===== config.mk =====
export PLATFORM = sky130hd
export DESIGN_NAME = adc_seq
export DESIGN_NICKNAME = d
export VERILOG_FILES = /design/src/rtl/adc_seq.sv
export SDC_FILE = /design/constraint.sdc
export NUM_CORES = 1
export LEC_CHECK = 0
export CAP_MARGIN = 20
export CORE_UTILIZATION = 45
export DETAILED_ROUTE_END_ITERATION = 7
export GPL_TIMING_DRIVEN = 0
export HOLD_SLACK_MARGIN = 0.08
export SLEW_MARGIN = 30
export SYNTH_ARGS = -nofsm -noshare
export SYNTH_HDL_FRONTEND = slang
export SYNTH_SLANG_ARGS = --single-unit

===== constraint.sdc =====
create_clock -name clk -period 4.53 [get_ports clk]
set_clock_uncertainty 0.2 [all_clocks]
set_input_delay 0.906 -clock clk [delete_from_list [all_inputs] [get_ports clk]]
set_output_delay 0.906 -clock clk [all_outputs]
set_load 0.005 [all_outputs]

===== src/rtl/adc_seq.sv =====
// Conversion sequencer around the SAR ADC macro: paces start/done handshakes,
// averages 2**AVG_LOG2 samples and queues results in a small valid/ready FIFO.
module adc_seq #(
    parameter int unsigned DW       = 8,
    parameter int unsigned AVG_LOG2 = 2,
    parameter int unsigned FIFO_AW  = 2,
    parameter int unsigned TMO      = 64
) (
    input  logic                 clk,
    input  logic                 rstn,
    input  logic                 en,
    input  logic [15:0]          period,
    output logic                 adc_start,
    input  logic                 adc_done,
    input  logic [DW-1:0]        adc_data,
    output logic [DW-1:0]        out_data,
    output logic                 out_valid,
    input  logic                 out_ready,
    output logic [FIFO_AW:0]     fifo_cnt,
    output logic                 overrun,
    output logic                 timeout
);

    localparam int unsigned AW    = DW + AVG_LOG2;
    localparam int unsigned CW    = AVG_LOG2 + 1;
    localparam int unsigned NSAMP = 2 ** AVG_LOG2;
    localparam int unsigned TW    = $clog2(TMO + 1);
    localparam int unsigned DEPTH = 2 ** FIFO_AW;
    localparam int unsigned FCW   = FIFO_AW + 1;

    localparam logic [2:0] S_IDLE  = 3'd0;
    localparam logic [2:0] S_START = 3'd1;
    localparam logic [2:0] S_CONV  = 3'd2;
    localparam logic [2:0] S_ACC   = 3'd3;
    localparam logic [2:0] S_WAIT  = 3'd4;

    logic [2:0]         state_q, state_d;
    logic [AW-1:0]      acc_q, acc_d;
    logic [CW-1:0]      scnt_q, scnt_d;
    logic [TW-1:0]      tmo_q, tmo_d;
    logic [15:0]        wait_q, wait_d;
    logic               done_q, done_d;
    logic               adc_start_q, adc_start_d;
    logic               timeout_q, timeout_d;
    logic               overrun_q, overrun_d;
    logic [FIFO_AW-1:0] wr_ptr_q, wr_ptr_d;
    logic [FIFO_AW-1:0] rd_ptr_q, rd_ptr_d;
    logic [FCW-1:0]     fcnt_q, fcnt_d;
    logic               out_valid_q, out_valid_d;
    logic [DW-1:0]      out_data_q, out_data_d;
    logic [DW-1:0]      mem_q [DEPTH];
    logic [DW-1:0]      mem_d [DEPTH];

    logic               done_edge;
    logic               push;
    logic               do_push;
    logic               pop;
    logic               full;
    logic [DW-1:0]      push_data;

    // Sequencer FSM with accumulator and conversion watchdog
    always_comb begin
        state_d   = state_q;
        acc_d     = acc_q;
        scnt_d    = scnt_q;
        tmo_d     = tmo_q;
        wait_d    = wait_q;
        timeout_d = timeout_q;
        push      = 1'b0;
        done_d    = adc_done;
        done_edge = adc_done & ~done_q;
        push_data = DW'(acc_q >> AVG_LOG2);

        case (state_q)
            S_IDLE: begin
                if (en) state_d = S_START;
            end
            S_START: begin
                tmo_d   = '0;
                state_d = S_CONV;
            end
            S_CONV: begin
                if (done_edge) begin
                    acc_d   = acc_q + AW'(adc_data);
                    scnt_d  = scnt_q + CW'(1);
                    state_d = S_ACC;
                end else if (tmo_q == TW'(TMO - 1)) begin
                    timeout_d = 1'b1;
                    acc_d     = '0;
                    scnt_d    = '0;
                    wait_d    = period;
                    state_d   = S_WAIT;
                end else begin
                    tmo_d = tmo_q + TW'(1);
                end
            end
            S_ACC: begin
                if (scnt_q == CW'(NSAMP)) begin
                    push   = 1'b1;
                    acc_d  = '0;
                    scnt_d = '0;
                end
                if (period != 16'd0) begin
                    wait_d  = period;
                    state_d = S_WAIT;
                end else begin
                    state_d = S_START;
                end
            end
            S_WAIT: begin
                // A zero load (timeout with period 0) also leaves after one cycle
                if (wait_q <= 16'd1) state_d = S_START;
                else                 wait_d  = wait_q - 16'd1;
            end
            default: state_d = S_IDLE;
        endcase

        if (!en) begin
            state_d   = S_IDLE;
            acc_d     = '0;
            scnt_d    = '0;
            timeout_d = 1'b0;
            push      = 1'b0;
        end

        adc_start_d = (state_d == S_START);
    end

    // Result FIFO; the head is re-registered so out_data holds when empty
    always_comb begin
        pop       = out_valid_q & out_ready;
        full      = (fcnt_q == FCW'(DEPTH));
        do_push   = push & (~full | pop);
        overrun_d = overrun_q;
        if (push & full & ~pop) overrun_d = 1'b1;
        if (!en)                overrun_d = 1'b0;

        mem_d = mem_q;
        if (do_push) mem_d[wr_ptr_q] = push_data;

        wr_ptr_d = wr_ptr_q + FIFO_AW'(do_push);
        rd_ptr_d = rd_ptr_q + FIFO_AW'(pop);
        fcnt_d   = fcnt_q + FCW'(do_push) - FCW'(pop);

        out_valid_d = (fcnt_d != '0);
        out_data_d  = out_data_q;
        if (fcnt_d != '0) begin
            if (do_push && (wr_ptr_q == rd_ptr_d)) out_data_d = push_data;
            else                                   out_data_d = mem_q[rd_ptr_d];
        end
    end

    always_ff @(posedge clk or negedge rstn) begin
        if (!rstn) begin
            state_q     <= S_IDLE;
            acc_q       <= '0;
            scnt_q      <= '0;
            tmo_q       <= '0;
            wait_q      <= '0;
            done_q      <= 1'b0;
            adc_start_q <= 1'b0;
            timeout_q   <= 1'b0;
            overrun_q   <= 1'b0;
            wr_ptr_q    <= '0;
            rd_ptr_q    <= '0;
            fcnt_q      <= '0;
            out_valid_q <= 1'b0;
            out_data_q  <= '0;
            for (int i = 0; i < int'(DEPTH); i++) mem_q[i] <= '0;
        end else begin
            state_q     <= state_d;
            acc_q       <= acc_d;
            scnt_q      <= scnt_d;
            tmo_q       <= tmo_d;
            wait_q      <= wait_d;
            done_q      <= done_d;
            adc_start_q <= adc_start_d;
            timeout_q   <= timeout_d;
            overrun_q   <= overrun_d;
            wr_ptr_q    <= wr_ptr_d;
            rd_ptr_q    <= rd_ptr_d;
            fcnt_q      <= fcnt_d;
            out_valid_q <= out_valid_d;
            out_data_q  <= out_data_d;
            for (int i = 0; i < int'(DEPTH); i++) mem_q[i] <= mem_d[i];
        end
    end

    assign adc_start = adc_start_q;
    assign out_data  = out_data_q;
    assign out_valid = out_valid_q;
    assign fifo_cnt  = fcnt_q;
    assign overrun   = overrun_q;
    assign timeout   = timeout_q;

endmodule

; After elaboration in Yosys (flattened, before gate mapping)
; Cells that the tools add are included.
[classes]
n_lt_le_gt_ge = 4
n_addsub = 8
n_mux = 40
bitwise = 11
n_reduce_logical = 11
n_eq_ne = 21
[ops]
columns = cell, count
row1 = 16-bit two-way mux, 4
row2 = 16-bit one-hot mux with 3 select lines, 1
row3 = 10-bit two-way mux, 4
row4 = 32-bit bitwise mux, 1
row5 = 8-bit two-way mux, 4
row6 = 3-bit two-way mux, 9
row7 = 10-bit one-hot mux with 2 select lines, 1
row8 = 8-bit binary-select mux with 2-bit select, 1
row9 = 8-bit demux with 2-bit select, 1
row10 = "16-bit by 1-bit less-or-equal comparator with 1-bit output, second input constant", 1
row11 = 16-bit nonzero test, 1
row12 = "16-bit by 1-bit subtractor with 16-bit output, second input constant", 1
row13 = 3-bit one-hot mux with 5 select lines, 1
row14 = 7-bit two-way mux, 2
row15 = 7-bit one-hot mux with 2 select lines, 1
row16 = "2-bit != test, second input constant", 6
row17 = 10-bit by 8-bit adder with 10-bit output, 1
row18 = "3-bit == test, second input constant", 3
row19 = 1-bit two-way mux, 9
row20 = 3-bit AND reduction, 3
row21 = "7-bit by 1-bit adder with 7-bit output, second input constant", 1
row22 = "7-bit by 6-bit == test with 1-bit output, second input constant", 1
row23 = "3-bit by 1-bit == test with 1-bit output, second input constant", 2
row24 = "3-bit by 2-bit == test with 1-bit output, second input constant", 2
row25 = 21 further kinds, 34
[word_totals]
out_inout_bits = 15
elab_cells = 113
inputBits = 29
register_bits = 91

; Logic depth before layout (Yosys ltp)
[depth]
word_depth = 8
mapped_depth = 16

; Worst setup path before layout
; Ideal clock, no wire load.
[synth_timing]
kind = in2reg
start = input en
end = register out_data_q[7], in the netlist out_data[7]
t_required_ps = 4194
slack_ps = 798
n_path_buf = 2
path_stages = 14
arrival_time_ps = 3396
setup_ps = 136
cell_sequence = clkbuf_1 -> nand3_1 -> nor2_1 -> nand2_1 -> ha_1 -> inv_1 -> ha_1 -> inv_1 -> fa_1 -> xnor2_1 -> xnor2_1 -> nor3_1 -> clkbuf_1 -> o21ai_0
[synth_via]
elab_chain_len = 5
word_cells_on_any_way = 7
cone_classes = add/sub (2) / mux (2) / bitwise (1) / reduce/logical (2)
[synth_lines]
columns = item, line
row1 = start: declaration, 11  ; input logic en,
row2 = 1-bit two-way mux, 118  ; if (!en) begin
row3 = 1-bit bitwise AND, 133  ; do_push = push & (~full | pop);
row4 = 3-bit by 1-bit adder with 3-bit output, 143  ; fcnt_d = fcnt_q + FCW'(do_push) - FCW'(pop);
row5 = 3-bit by 1-bit subtractor with 3-bit output, 143
row6 = net fcnt_d[2], 48  ; logic [FCW-1:0] fcnt_q, fcnt_d;
row7 = 3-bit nonzero test, 147  ; if (fcnt_d != '0) begin
row8 = end signal: assignment, 184  ; out_data_q <= out_data_d;
row9 = end: declaration, 50  ; logic [DW-1:0] out_data_q, out_data_d;
; The timed path passes the listed nets, and every way through them passes these cells.
; A chain may end at the register's enable or synchronous reset.

; Final worst setup path
[layout_timing]
start = register state_q[2]
end = register out_data_q[7], in the netlist out_data[7]
[layout_via]
elab_chain_len = 7
word_cells_on_any_way = 9
cone_classes = add/sub (2) / eq/ne (1) / mux (3) / bitwise (1) / reduce/logical (2)
[layout_lines]
columns = item, line
row1 = start: declaration, 37  ; logic [2:0] state_q, state_d;
row2 = start signal: assignment, 171  ; state_q <= state_d;
row3 = 3-bit by 2-bit == test with 1-bit output, 74  ; case (state_q)
row4 = 1-bit two-way mux, 74
row5 = 1-bit two-way mux, 118
row6 = 1-bit bitwise AND, 133
row7 = 3-bit by 1-bit adder with 3-bit output, 143
row8 = 3-bit by 1-bit subtractor with 3-bit output, 143
row9 = net fcnt_d[2], 48
row10 = 3-bit nonzero test, 147
; The timed path passes the listed nets, and every way through them passes these cells.

==> results.txt <==
- # IOs: between 40 and 50
* Count of filler cells inserted in the layout: 983
- Yosys instantiated no cell more often than sky130_fd_sc_hd__dfrtp_1.
- Number of maximum-capacitance constraint violations: 0
- Area added between synthesis and finish: 16.45%
* Register area: 0.002277 mm2
- Count of cells along the worst register-to-register path: 14
* #FFs+latches synth: 91
* Number of buffers between clock root and the deepest sink: 2
- Final routed DRC violation total: 0
* Required time at the worst-slack endpoint: 4.58 ns
- Setup violations remaining at the end of the flow were counted as 0.
* Transition time at the pin with the least slew margin: 0.8255 ns
- Mean area per synthesized cell: around 10 um2
- The endpoint identified for the worst register-to-register timing path is out_data[7].
- At the later pin of the worst-skew pair, clock insertion delay measures 0.37 ns.
- Vias per cell: 5.690
- The initial antenna violation count came to 0.
* WL final: 11.04 mm
- Counting every sink on the clock net gives 91.
- Final Cycle Share: roughly 89%
- Net switching power: 0.0008229 W
- In this run the cell area measured after placement is 0.005614 mm2.
- Counting every net in the synthesized netlist gives 523.
- Netlist area before placement: 0.004982 mm2
* Switching Share: 36.29%
- In this design, the stage delay of the slowest critical-path cell is ~0.58 ns.
- Crit path capture type: register
- The first TritonRoute pass finished after 4 iterations.
- For this run, the number of Yosys warnings is 0.
- Leading post-synthesis cells by cell area: sky130_fd_sc_hd__dfrtp_1 (46%), sky130_fd_sc_hd__mux2_2 (7.2%), sky130_fd_sc_hd__ha_1 (4.3%)
- Count of hold buffers inserted by post-cts repair: 0
- Global routing finished with a remaining overflow of 0.
- IR analysis of the VDD net gives a maximum drop of between 200 and 300 uV.
* Number of DRC violations after detailed-routing iteration 0: approximately 160
- Sequential fraction of design power: between 40 and 50%
* Critical path start-end classification: register to register
- Once placement completed, the tool counted placed cells totaling 658.
- The die covers 0.01150 mm2.
- Final design instance area without fill: 0.005802 mm2
- Clock tree from TritonCTS: yes
* Setup repair after global routing missed its margin: false
- Area leader, netlist: sky130_fd_sc_hd__dfrtp_1
- The number of endpoints with negative hold slack in the final report came to 0.
- The floorplan has 38 rows.
- Buffers inserted during post-CTS setup optimization: 0
- Combinational Power Share: 29.8%
* Clock power share: between 20% and 30%
- The detail route stage leaves a number of antenna-violating nets equal to 0.
- The first global-routing pass estimated between 15 and 20 mm of wire.
- Clock tree synthesis selected as its root buffer the cell sky130_fd_sc_hd__clkbuf_8.
* Via count of the first global-routing pass: around 3800
* Clock slew at reported path FFs: 0.09 ns
- Synth Flop Type: sky130_fd_sc_hd__dfrtp_1
- Sequential-to-total area share from yosys stat: ~46%
* Max H-tree Level: 3
* Total power divided by cell area: ~400 mW/mm2
- Global routing consumed, over all layers together, about a fifth of the routing resources.
- Max-slew violations: 0
* Largest driver fanout on the critical path: 10
* Half-perimeter wire length after detailed placement: slightly below 8 mm
* Die extent in x: 107.2 um
- The routed design could run at a clock period as short as 4.026 ns.
- STA classifies the critical path startpoint as a register.
- The number of antenna diodes in the final layout is 0.
- The commonest cells after synthesis are sky130_fd_sc_hd__dfrtp_1 (91), sky130_fd_sc_hd__a21oi_1 (35), sky130_fd_sc_hd__nand2_1 (35), sky130_fd_sc_hd__o21ai_0 (34), sky130_fd_sc_hd__mux2_2 (32).
* Overall die height: between 100 and 150 um
- Lkg Pwr: 2.519 nW
- Buffers inserted during clock tree synthesis total 9.
- Total number of vias: 3835
* Relative max-transition margin: between 40 and 50%
- The setup check on the worst reg-to-reg path leaves a slack of just over 0.5 ns.
- In this run the standard cell core region covers 0.01079 mm2.
- Crit-path slowest cell: sky130_fd_sc_hd__nor3_1
* Crit path from: state_q[2]
- During placement, the flow inserted port buffers numbering 42.
* Count of instances resized after the clock tree is built: 0
- The worst register-to-register path begins at state_q[2].
- Pin count of the biggest net entering global routing: 58
- The multi-input combinational cells in the finished layout cover a total of ~0.0025 mm2.
* Maximum clock rate: 248.4 MHz
- Of the cells placed in the final design, the portion with a size suffix greater than 1 is 15.36%.
- Number of distinct library cells after synthesis: 67
* Non-filler instance count after layout: 674
- In the final design database the tool counted ~580 nets.
* Average wire length per cell after detail routing: 16.38 um
* WP data arrival: 4.08 ns
- The signal on the critical path passes through clkbuf_1, nand3b_1, nor2_1, nand2_1, ha_1, inv_1, ha_1, inv_1, fa_1, xnor2_1, xnor2_1, nor3_1, clkbuf_1, o21ai_0.
* Internal power summed over all cells: 0.001445 W
- The min-delay analysis places its worst path in the category primary input to asynchronous set/reset pin.
- Share of the synthesized area in the top cell type: 45.71%
- Once the floorplan was initialized, standard cells occupied about 46% of the core.
* Number of cells produced by synthesis: 475
* Number of enable flip-flop cells after synthesis: 0
- The congestion estimate from routability-driven global placement came to between 0.8 and 0.9.
* Fraction of registers with async set or reset after synthesis: 100.0%
- Status: completed
==> critical path: cells and delay by family, from the launching register on <==
family	cells	cell delay [ns]
xor gates and xnor gates	2	0.29
buffers and inverters	4	0.71
AOI/OAI and AO/OA	1	0.15
DFF	1	0.36
adders and majority gates	3	0.79
and+or+nand+nor	4	1.41
==> cells in the final DEF, fill, tap and decap left out, types with 10 or more instances in the layout <==
master and count:
sky130_fd_sc_hd__ha_1 17, sky130_fd_sc_hd__clkbuf_1 17, sky130_fd_sc_hd__nor4_1 10, sky130_fd_sc_hd__nor3_1 16, sky130_fd_sc_hd__nand3_1 11, sky130_fd_sc_hd__inv_1 15
sky130_fd_sc_hd__nand2_1 35, sky130_fd_sc_hd__mux2_2 32, sky130_fd_sc_hd__o21ai_0 34, sky130_fd_sc_hd__dfrtp_1 91, sky130_fd_sc_hd__clkbuf_8 10, sky130_fd_sc_hd__a21oi_1 35
sky130_fd_sc_hd__o31ai_1 15, sky130_fd_sc_hd__clkdlybuf4s50_1 41, sky130_fd_sc_hd__nor2_1 23
==> routing by layer <==
metal / global-route usage [%] / up-vias / part of all wire, %
met1: 27.14 / 1892 / 46
met4: 7.143 / 0 / 1.3
li1: - / 1865 / -
met5: 0 / - / 0
met2: 36.27 / 66 / 49
met3: 3.526 / 12 / 3.5
==> flip-flops by register name, summed over array words and instances, names as in the netlist, 2 cells and up <==
register and count:
acc_q 10, fifo_cnt 3, mem_q 32, out_data 8
rd_ptr_q 2, scnt_q 3, state_q 3, tmo_q 7
wait_q 16, wr_ptr_q 2
==> kinds of logic after synthesis <==
family | Yosys count | synth area share (%)
xor gates and xnor gates | 11 | 1.934
AOI/OAI and AO/OA | 124 | 16.07
adders and majority gates | 19 | 5.073
buffers and inverters | 40 | 3.440
and+or+nand+nor | 141 | 15.09
DFF | 91 | 45.71
muxes | 49 | 12.68
==> stage by stage <==
step / TNS, ns / utilization [%] / hold WS, ns / worst slack (ns) / total power [W]
2_1_floorplan: 0 / - / 0.2538 / 0.7975 / 0.001514
3_3_place_gp: -96.30 / 51.68 / 0.2612 / -1.064 / 0.001726
3_5_place_dp: 0 / 52.02 / 0.2718 / 0.1051 / 0.001752
4_1_cts: 0 / 53.76 / 0.2249 / 0.4997 / 0.002287
5_1_grt: 0 / 53.76 / 0.2399 / 0.1349 / 0.002409
6_report: 0 / 53.76 / 0.2261 / 0.5044 / 0.002268
==> final cells by class <==
type                    count  share of cell area [%]
multi-input cells         344                   43.80
flip-flops and latches     91                   39.25
repair buffers             43                   7.742
well taps                 140                   3.019
clock buffers              10                   2.372
plain buffers              25                   1.984
inverters                  15                  0.9705
clock inverters             6                  0.8626
==> power groups by stage <==
stage | combinational (W) | clock [W] | sequential, W
finish | 0.000675 | 0.000534 | 0.00106
global route | 0.000752 | 0.000577 | 0.00108
CTS | 0.000682 | 0.000549 | 0.00106
detailed placement | 0.000679 | 0 | 0.00107
global placement | 0.000660 | 0 | 0.00107
floorplan | 0.000474 | 0 | 0.00104
==> how the worst max path moves through the flow <==
stage | end | slack [ns] | cells past startpoint
3_5_place_dp | out_data[7] | 0.11 | 14
3_3_place_gp | acc_q[6] | -1.06 | 1
6_report | out_data[7] | 0.50 | 14
5_1_grt | out_data[0] | 0.13 | 15
2_1_floorplan | out_data[7] | 0.80 | 14
4_1_cts | out_data[7] | 0.50 | 14
Note: power is estimated with default switching activity, not from simulation.
